==> config.mk <==
export PLATFORM = sky130hd
export DESIGN_NAME = mac_stream_source
export DESIGN_NICKNAME = d
export VERILOG_FILES = /design/src/rtl/mac_stream_source.sv
export SDC_FILE = /design/constraint.sdc
export NUM_CORES = 1
export LEC_CHECK = 0
export ABC_AREA = 1
export BUFFER_PORTS_ARGS = -buffer_cell sky130_fd_sc_hd__buf_2
export CORE_ASPECT_RATIO = 0.6
export CORE_MARGIN = 8
export CORE_UTILIZATION = 25
export DETAILED_ROUTE_END_ITERATION = 16
export PLACE_DENSITY = 0.48
export SLEW_MARGIN = 20
export SYNTH_ARGS = -nofsm -noshare
export SYNTH_HDL_FRONTEND = slang
export SYNTH_SLANG_ARGS = --single-unit
==> constraint.sdc <==
create_clock -name clk_i -period 10 [get_ports clk_i]
set_clock_uncertainty 0.2 [all_clocks]
set_input_delay 1.5 -clock clk_i [delete_from_list [all_inputs] [get_ports clk_i]]
set_output_delay 1.5 -clock clk_i [all_outputs]
set_load 0.01 [all_outputs]
==> src/rtl/mac_stream_source.sv <==
// rtl/mac_stream_source.sv - TCDM load streamer feeding the MAC engine; `define MAC_STREAM_SOURCE_PERF_EN adds stall/backpressure counters
module mac_stream_source #(
    parameter int DATA_WIDTH = 32,
    parameter int ADDR_WIDTH = 32,
    parameter int TRANS_CNT  = 16,
    parameter int FIFO_DEPTH = 4
) (
    input  logic                  clk_i,
    input  logic                  rst_i,
    input  logic                  clear_i,
    input  logic                  req_start_i,
    output logic                  ready_start_o,
    output logic                  done_o,
    input  logic [ADDR_WIDTH-1:0] base_addr_i,
    input  logic [TRANS_CNT-1:0]  trans_size_i,
    output logic                  tcdm_req_o,
    input  logic                  tcdm_gnt_i,
    output logic [ADDR_WIDTH-1:0] tcdm_add_o,
    input  logic                  tcdm_r_valid_i,
    input  logic [DATA_WIDTH-1:0] tcdm_r_data_i,
`ifdef MAC_STREAM_SOURCE_PERF_EN
    output logic [31:0]           stall_cnt_o,
    output logic [31:0]           bp_cnt_o,
`endif
    output logic                  stream_valid_o,
    output logic [DATA_WIDTH-1:0] stream_data_o,
    input  logic                  stream_ready_i
);

    localparam int PTR_W = $clog2(FIFO_DEPTH);
    localparam int CNT_W = PTR_W + 1;

    localparam logic [CNT_W:0]     DEPTH_C = (CNT_W + 1)'(FIFO_DEPTH);
    localparam logic [CNT_W-1:0]   FULL_C  = CNT_W'(FIFO_DEPTH);
    localparam logic [CNT_W-1:0]   ONE_C   = CNT_W'(1);
    localparam logic [PTR_W-1:0]   ONE_P   = PTR_W'(1);
    localparam logic [TRANS_CNT-1:0] ONE_T = TRANS_CNT'(1);

    typedef enum logic [1:0] {
        S_IDLE  = 2'd0,
        S_RUN   = 2'd1,
        S_DRAIN = 2'd2
    } state_e;

    // Transfer control state
    state_e                state_q;
    logic [ADDR_WIDTH-1:0] base_q;
    logic [TRANS_CNT-1:0]  size_q;
    logic [TRANS_CNT-1:0]  issued_q;
    logic [TRANS_CNT-1:0]  received_q;
    logic [CNT_W-1:0]      outst_q;
    logic [CNT_W-1:0]      outst_d;
    logic                  done_q;

    // Response FIFO state
    logic [DATA_WIDTH-1:0] mem_q [FIFO_DEPTH];
    logic [PTR_W-1:0]      wr_ptr_q;
    logic [PTR_W-1:0]      rd_ptr_q;
    logic [CNT_W-1:0]      fifo_cnt_q;
    logic [CNT_W-1:0]      fifo_cnt_d;

    logic                  fifo_empty_w;
    logic                  fifo_full_w;
    logic                  credit_ok_w;
    logic                  gnt_fire_w;
    logic                  push_w;
    logic                  pop_w;
    logic                  start_w;
    logic [CNT_W:0]        inflight_w;

    assign fifo_empty_w = (fifo_cnt_q == '0);
    assign fifo_full_w  = (fifo_cnt_q == FULL_C);

    // Words already granted plus words waiting in the FIFO may never exceed the
    // FIFO depth, so every response has a guaranteed slot.
    assign inflight_w  = {1'b0, outst_q} + {1'b0, fifo_cnt_q};
    assign credit_ok_w = (inflight_w < DEPTH_C);

    // Request and address depend only on registered state; credit can only grow
    // while a request waits, so the request never drops before its grant.
    assign tcdm_req_o = (state_q == S_RUN) && (issued_q < size_q) && credit_ok_w;
    assign tcdm_add_o = (state_q == S_RUN) ? (base_q + (ADDR_WIDTH'(issued_q) << 2)) : '0;

    assign gnt_fire_w = tcdm_req_o && tcdm_gnt_i;

    // Responses seen while idle belong to a transfer that was cleared.
    assign push_w  = tcdm_r_valid_i && (state_q != S_IDLE);
    assign pop_w   = !fifo_empty_w && stream_ready_i;
    assign start_w = (state_q == S_IDLE) && req_start_i;

    assign ready_start_o  = (state_q == S_IDLE);
    assign done_o         = done_q;
    assign stream_valid_o = !fifo_empty_w;
    assign stream_data_o  = fifo_empty_w ? '0 : mem_q[rd_ptr_q];

    // Next occupancy of the response FIFO
    always_comb begin
        fifo_cnt_d = fifo_cnt_q;
        if (push_w && !pop_w) begin
            fifo_cnt_d = fifo_cnt_q + ONE_C;
        end else if (!push_w && pop_w) begin
            fifo_cnt_d = fifo_cnt_q - ONE_C;
        end
    end

    // Next count of granted-but-not-yet-returned reads
    always_comb begin
        outst_d = outst_q;
        if (gnt_fire_w && !push_w) begin
            outst_d = outst_q + ONE_C;
        end else if (!gnt_fire_w && push_w) begin
            outst_d = outst_q - ONE_C;
        end
    end

    // Transfer FSM: start latching, issue counting, drain and completion pulse
    always_ff @(posedge clk_i or posedge rst_i) begin
        if (rst_i) begin
            state_q    <= S_IDLE;
            base_q     <= '0;
            size_q     <= '0;
            issued_q   <= '0;
            received_q <= '0;
            outst_q    <= '0;
            done_q     <= 1'b0;
        end else if (clear_i) begin
            state_q    <= S_IDLE;
            issued_q   <= '0;
            received_q <= '0;
            outst_q    <= '0;
            done_q     <= 1'b0;
        end else begin
            done_q  <= 1'b0;
            outst_q <= outst_d;
            if (push_w) begin
                received_q <= received_q + ONE_T;
            end
            case (state_q)
                S_IDLE: begin
                    if (req_start_i) begin
                        if (trans_size_i != '0) begin
                            base_q     <= base_addr_i;
                            size_q     <= trans_size_i;
                            issued_q   <= '0;
                            received_q <= '0;
                            outst_q    <= '0;
                            state_q    <= S_RUN;
                        end else begin
                            done_q <= 1'b1;
                        end
                    end
                end
                S_RUN: begin
                    if (gnt_fire_w) begin
                        issued_q <= issued_q + ONE_T;
                        if ((issued_q + ONE_T) == size_q) begin
                            state_q <= S_DRAIN;
                        end
                    end
                end
                S_DRAIN: begin
                    if ((received_q == size_q) && fifo_empty_w) begin
                        done_q  <= 1'b1;
                        state_q <= S_IDLE;
                    end
                end
                default: begin
                    state_q <= S_IDLE;
                end
            endcase
        end
    end

    // FIFO pointers and occupancy
    always_ff @(posedge clk_i or posedge rst_i) begin
        if (rst_i) begin
            wr_ptr_q   <= '0;
            rd_ptr_q   <= '0;
            fifo_cnt_q <= '0;
        end else if (clear_i) begin
            wr_ptr_q   <= '0;
            rd_ptr_q   <= '0;
            fifo_cnt_q <= '0;
        end else begin
            if (push_w) begin
                wr_ptr_q <= wr_ptr_q + ONE_P;
            end
            if (pop_w) begin
                rd_ptr_q <= rd_ptr_q + ONE_P;
            end
            fifo_cnt_q <= fifo_cnt_d;
        end
    end

    // FIFO storage; contents are only visible while the FIFO is non-empty
    always_ff @(posedge clk_i) begin
        if (push_w && !clear_i) begin
            mem_q[wr_ptr_q] <= tcdm_r_data_i;
        end
    end

    // A push into a full FIFO without a same-cycle pop means the credit logic is broken
    assert property (@(posedge clk_i) disable iff (rst_i)
        !(push_w && !clear_i && fifo_full_w && !pop_w));

`ifdef MAC_STREAM_SOURCE_PERF_EN
    logic [31:0] stall_cnt_q;
    logic [31:0] bp_cnt_q;

    // Saturating stall and backpressure counters, restarted on every accepted start
    always_ff @(posedge clk_i or posedge rst_i) begin
        if (rst_i) begin
            stall_cnt_q <= '0;
            bp_cnt_q    <= '0;
        end else if (clear_i || start_w) begin
            stall_cnt_q <= '0;
            bp_cnt_q    <= '0;
        end else begin
            if (tcdm_req_o && !tcdm_gnt_i && (stall_cnt_q != '1)) begin
                stall_cnt_q <= stall_cnt_q + 32'd1;
            end
            if (stream_valid_o && !stream_ready_i && (bp_cnt_q != '1)) begin
                bp_cnt_q <= bp_cnt_q + 32'd1;
            end
        end
    end

    assign stall_cnt_o = stall_cnt_q;
    assign bp_cnt_o    = bp_cnt_q;
`else
    logic unused_start_w;
    assign unused_start_w = start_w;
`endif

endmodule

==> flow_metrics.py, run 1 <==
metrics = {
    "placement": {
        "dpl.hpwl_um": 25400,
        "gp_congestion": 0.870,
        "port_buffers": 154,
        "place_area_sq_mm": 0.0131,
    },
    "synth": {
        "ys_types": 52,
        "post-synth-top-area-cell": "edfxtp_1",
        "synth_edf_count": 128,
        "synth_area_per_cell_sq_um": 8.88,
        "yosys_warnings": 0,
        "synth-seq-cells": 221,
        "ys_seq_area_share_pct": 52.9,
        "synth_top_area_share_pct": 33.0,
        "syn_inst": 1313,
        "synth_common_cells": "nand2_1 (275), nor2_1 (233), edfxtp_1 (128), o21ai_0 (122), dfrtp_1 (93)",
        "async_reset_ff_share_pct": 42.1,
        "synth_area_leaders": "edfxtp_1 (33%), dfrtp_1 (20%), nand2_1 (8.9%)",
        "synthFlopType": "edfxtp_1",
        "syn_area_sq_mm": 0.0117,
        "yosysMostFrequentCell": "nand2_1",
        "syn_nets": 1444,
    },
    "setup_path": {
        "r2r_end": "issued_q[10]",
        "r2r_cells": 8,
        "cpLargestDelayFamily": "simple AND/OR/NAND/NOR gates",
        "r2r_slack_ps": 6700,
        "crit_required_ps": 8300,
        "critPathMaxStageDelay_ps": 410,
        "path_cells": "ha_1 > fa_1 > nand3_1 > nand2_1 > nand3_1 > nand2_1 > a21oi_1 > o21ai_2 > nand3_1 > o21ai_0 > nand2_1 > nor2_1 > buf_2",
        "startpoint_type": "register",
        "crit_fanout": 6,
        "cp.arrival_ps": 3050,
        "crit_type": "reg -> out",
        "reg2reg_from": "state_q[1]",
        "slowest_stage": "dfrtp_1",
        "critPathBufInv": 1,
        "critPathCaptureType": "primary output",
    },
    "power_and_ir_drop": {
        "peakVddDrop_mv": 0.0941,
        "power_density_mw_per_mm2": 229,
        "p_leak_nw": 5.93,
    },
    "drt": {
        "finalWirelength_um": 35000,
        "vias": 9505,
        "dr.pass1.iters": 4,
        "dr.first_iter.drc_count": 699,
        "wl_per_cell_um": 16.6,
        "viasPerCell": 4.50,
        "drc": 0,
        "ant_nets": 0,
    },
    "clocking": {
        "insertion_delay_ps": 530,
        "ctsResizeCount": 0,
        "post_cts_buffers": 0,
        "clock_sinks": 221,
        "cts_hold_buf": 0,
        "cts_tree": "done",
        "cts_root_buf": "clkbuf_16",
        "clock_path_buffers": 3,
        "cts-buffers-inserted": 25,
        "cts-htree-levels": 1,
        "clk_pin_slew_ps": 70,
    },
    "final_layout": {
        "syn_to_final_growth_pct": 19.9,
        "finish.net_count": 1590,
        "layout-drive-gt1-share_pct": 16.9,
        "ff_latch_area_sq_mm": 0.00617,
        "multi_input_area_sq_mm": 0.00496,
        "fillers": 4893,
        "design_area_sq_mm": 0.0140,
    },
    "worst_hold_path": {
        "whs_endpoint": "base_q[16]",
        "hold_depth": 2,
        "hp-start": "base_q[16]",
        "hold_class": "reg -> reg",
    },
    "floorplan": {
        "core_area_sq_mm": 0.0462,
        "die-area_sq_mm": 0.0540,
        "ios": 155,
        "rows": 61,
        "initial_utilization_pct": 25.2,
        "dieHeight_um": 183,
        "die_w_um": 295,
    },
    "sta": {
        "hold-worst-slack_ps": 282,
        "final-hold-violation-count": 0,
        "max_clock_freq_mhz": 211,
        "timing.final.crit_share_pct": 47.5,
        "worst_slew_pin_slew_ps": 1090,
        "slew_headroom_pct": 27.2,
        "setup_tns_ps": 0,
        "rsz0062_at_grt": "false",
        "slew_violations": 0,
        "post-route-min-period_ps": 4750,
        "finalSetupViolations": 0,
    },
    "global_routing": {
        "overflow": 0,
        "grt_pass1_wl_um": 55200,
        "grt_max_degree": 76,
        "first_global_vias": 9408,
        "grt_usage_pct": 12.8,
        "antenna_found_initial": 7,
    },
    "run_status": {
        "status": "finished clean",
    },
    "flow_run": {
        "cap_viol_max_count": 0,
    },
}
==> layer usage <==
metal / track usage [%] / vias to the layer above / wire, um
li1: - / 4697 / -
met1: 18.9 / 4589 / 18000
met2: 19.0 / 182 / 15000
met3: 2.00 / 37 / 1390
met4: 3.54 / 0 / 694
met5: 0 / - / 0
==> layout by cell type (no fill, tap or decap), types with 4 or more instances in the layout <==
| master | instances |
|---|---|
| nand4_1 | 13 |
| o21ai_0 | 122 |
| nor4_1 | 9 |
| and2_1 | 5 |
| clkbuf_16 | 25 |
| clkinv_1 | 8 |
| nand3_1 | 54 |
| nor2_1 | 228 |
| nor3_1 | 15 |
| dfrtp_1 | 92 |
| inv_2 | 5 |
| nor2_4 | 7 |
| or2_2 | 6 |
| buf_2 | 154 |
| inv_1 | 89 |
| edfxtp_1 | 128 |
| a21oi_1 | 75 |
| nand2_1 | 275 |
| diode_2 | 5 |
| o21ai_2 | 17 |
| buf_4 | 6 |
| xnor2_1 | 9 |
| ha_1 | 42 |
| clkbuf_1 | 4 |
| xor2_1 | 27 |
==> power breakdown <==
| part | internal (mW) | switching (mW) | total, mW |
|---|---|---|---|
| sequential | 1.09 | 0.0997 | 1.19 |
| combinational | 0.363 | 0.743 | 1.11 |
| clock | 0.512 | 0.386 | 0.898 |
==> final cells by class <==
class / count / share of cell area (%)
inverter: 98 / 2.66
tap: 630 / 5.64
sequential: 221 / 44.2
antenna: 5 / 0.0895
clock buffer: 29 / 4.58
clock inverter: 16 / 1.01
timing repair buffer: 163 / 6.37
multi-input combinational: 950 / 35.5
==> state kept, by name, summed over array words and instances (netlist names) <==
name,cells
state_q,2
base_q,32
fifo_cnt_q,3
outst_q,3
wr_ptr_q,2
received_q,16
mem_q,128
rd_ptr_q,2
issued_q,16
done_o,1
size_q,16
==> stage by stage <==
stage	worst slack, ps	utilization [%]	std cells	total power, mW
2_1_floorplan	5880	-	1313	1.89
3_3_place_gp	5820	28.4	2059	2.30
3_5_place_dp	5810	28.5	2061	2.32
4_1_cts	5230	30.2	2106	3.23
5_1_grt	4930	30.3	2112	3.42
6_report	5250	30.3	2112	3.19
==> tightest hold or removal path: stages (launching register included) <==
cell     delay (ps)
dfrtp_1         350
nand2_1          60
nand2_1          50
==> cell families after synthesis <==
kind of cell               share of synthesized area [%]
adders and majority gates                           4.85
xor gates and xnor gates                            3.49
buffers and inverters                               4.88
and+or+nand+nor                                     22.5
DFF                                                 52.9
AOI/OAI and AO/OA                                   11.3
==> worst max-delay path by stage <==
stage                 from              to  slack, ps  cells past startpoint
6_report       issued_q[0]  tcdm_add_o[30]       5250                     13
3_5_place_dp   issued_q[0]  tcdm_add_o[26]       5810                     13
5_1_grt        issued_q[0]  tcdm_add_o[30]       4930                     13
2_1_floorplan        rst_i       base_q[0]       5880                      1
4_1_cts        issued_q[0]  tcdm_add_o[26]       5230                     13
3_3_place_gp   issued_q[0]  tcdm_add_o[26]       5820                     13
Note: power is estimated with default switching activity, not from simulation.
==> inputs of run 2 (changes only) <==
--- a/config.mk
+++ b/config.mk
@@ -11,7 +11,7 @@
 export CORE_MARGIN = 8
 export CORE_UTILIZATION = 25
 export DETAILED_ROUTE_END_ITERATION = 16
-export PLACE_DENSITY = 0.48
+export PLACE_DENSITY = 0.49
 export SLEW_MARGIN = 20
 export SYNTH_ARGS = -nofsm -noshare
 export SYNTH_HDL_FRONTEND = slang
==> constraint.sdc (replaced) <==
create_clock -name clk_i -period 4 [get_ports clk_i]
set_clock_uncertainty 0.2 [all_clocks]
set_input_delay 0.6 -clock clk_i [delete_from_list [all_inputs] [get_ports clk_i]]
set_output_delay 0.6 -clock clk_i [all_outputs]
set_load 0.01 [all_outputs]
==> run 2 against run 1 <==
Effect of this change: final area rose by 1.2%; core utilization grew 0.36 points; sequential share of layout area shrank 0.52 points; critical path type unchanged; critical endpoint is now tcdm_add_o[28]; largest power group unchanged.
==> flow_metrics.py, run 2 (synthesis results as in run 1) <==
metrics = {
    "run_status": {
        "status": "finished clean",
    },
    "final_layout": {
        "regMostFlops": "mem_q",
        "largest_reg_flops": 128,
        "reg_top3": "mem_q x128, base_q x32",
        "design_area_sq_mm": 0.0141,
        "fillers": 4861,
        "final_cell_mix": "nand2_1 (275), nor2_1 (228), buf_2 (154)",
        "final_common_cell": "nand2_1",
        "layout-drive-gt1-share_pct": 17.6,
        "syn_to_final_growth_pct": 21.3,
        "finish.net_count": 1600,
        "final_util_pct": 30.6,
    },
    "global_routing": {
        "first_global_vias": 9439,
        "grt_usage_pct": 13.0,
        "grt_max_degree": 66,
        "antenna_found_initial": 9,
        "grt_pass1_wl_um": 56000,
        "overflow": 0,
    },
    "sta": {
        "post-route-min-period_ps": 3750,
        "slew_violations": 0,
        "timing.final.crit_share_pct": 93.6,
        "slew_headroom_pct": 42.4,
        "worst_slew_pin_slew_ps": 861,
        "finalSetupViolations": 0,
        "rsz0062_at_grt": "false",
        "hold-worst-slack_ps": 45.3,
        "max_clock_freq_mhz": 267,
        "setup_tns_ps": 0,
        "final-hold-violation-count": 0,
    },
    "setup_path": {
        "startpoint_type": "register",
        "crit_type": "reg -> out",
        "path_cells": "ha_2 > fa_1 > nand3_1 > nand2_1 > nand3_1 > nand2_1 > a21oi_1 > o21ai_4 > nand3_1 > nor2_1 > nand2_1 > nand2_1 > nor2_1 > buf_2",
        "critPathMaxStageDelay_ps": 440,
        "path_common_cell": "nand2_1",
        "cp.arrival_ps": 2950,
        "slowest_stage": "dfrtp_1",
        "crit_required_ps": 3200,
        "crit_fanout": 5,
        "critPathCaptureType": "primary output",
    },
    "floorplan": {
        "die-area_sq_mm": 0.0540,
        "rows": 61,
        "die_w_um": 295,
        "initial_utilization_pct": 25.2,
        "ios": 155,
        "core_area_sq_mm": 0.0462,
        "dieHeight_um": 183,
    },
    "drt": {
        "viasPerCell": 4.48,
        "finalWirelength_um": 35700,
        "wl_per_cell_um": 16.8,
        "dr.pass1.iters": 5,
        "dr.first_iter.drc_count": 662,
        "drc": 0,
        "vias": 9523,
        "ant_nets": 0,
    },
    "clocking": {
        "clock_path_buffers": 3,
        "cts_tree": "done",
        "cts_root_buf": "clkbuf_16",
        "cts-buffers-inserted": 26,
        "cts-htree-levels": 1,
        "clk_pin_slew_ps": 70,
        "insertion_delay_ps": 550,
        "clock_sinks": 221,
    },
    "power_and_ir_drop": {
        "peakVddDrop_mv": 0.221,
        "power_density_mw_per_mm2": 586,
        "finalPower_mw": 8.28,
        "p_leak_nw": 6.03,
    },
    "placement": {
        "port_buffers": 154,
        "dpl.hpwl_um": 25600,
        "place_area_sq_mm": 0.0132,
        "gp_congestion": 0.903,
    },
    "flow_run": {
        "cap_viol_max_count": 0,
    },
    "worst_hold_path": {
        "hold_class": "in -> reg",
    },
}
run 2: critical path: cells and delay by family, from the launching register on:
family	cells	cell delay, ps
and+or+nand+nor	9	750
adders and majority gates	2	640
DFF	1	440
AOI/OAI and AO/OA	2	430
buffers and inverters	1	130
run 2: cell type report:
class | instances | area (sq um) | share of cell area, %
Clock buffer | 31 | 691 | 4.88
Clock inverter | 17 | 218 | 1.54
Sequential cell | 221 | 6170 | 43.6
Multi-Input combinational cell | 950 | 4970 | 35.1
Inverter | 98 | 372 | 2.63
Antenna cell | 5 | 12.5 | 0.0885
Timing Repair Buffer | 172 | 921 | 6.51
Tap cell | 630 | 788 | 5.57
run 2: worst paths after layout:
check                                      end  slack, ps             from  cells past startpoint
worst max-delay path            tcdm_add_o[28]        250      issued_q[0]                     14
worst min-delay path                base_q[13]         50  base_addr_i[13]                      3
worst max register to register     issued_q[8]        760       size_q[11]                     12
worst min register to register      base_q[10]        280       base_q[10]                      2
max in group asynchronous           base_q[23]       2360            rst_i                      4
min in group asynchronous               done_o        520            rst_i                      3
run 2: layer usage:
layer | up-vias | global-route usage, % | wire length [um]
met2 | 220 | 19.1 | 14900
met3 | 46 | 2.04 | 1740
met5 | - | 0 | 25
met1 | 4533 | 19.5 | 18100
li1 | 4720 | - | -
met4 | 4 | 3.49 | 848
run 2: where the power goes:
part / total [mW] / internal (mW) / switching (mW) / leakage (nW)
registers: 2.97 / 2.72 / 0.247 / 2.37
clock network: 2.56 / 1.56 / 1.01 / 0.439
logic: 2.75 / 0.891 / 1.86 / 3.22
run 2: stage by stage:
| step | setup WS [ps] | cells |
|---|---|---|
| after CTS | 101 | 2118 |
| after global placement | 744 | 2069 |
| final | 255 | 2124 |
| after floorplan | 780 | 1313 |
| after global routing | 8.27 | 2124 |
| after detailed placement | 701 | 2069 |
run 2: what timing repair did:
action	CTS	global route
hold buffers	1	0
gates resized for setup	0	3
setup endpoints to repair	0	4
setup buffers	0	1
endpoints found under the hold margin	46	0
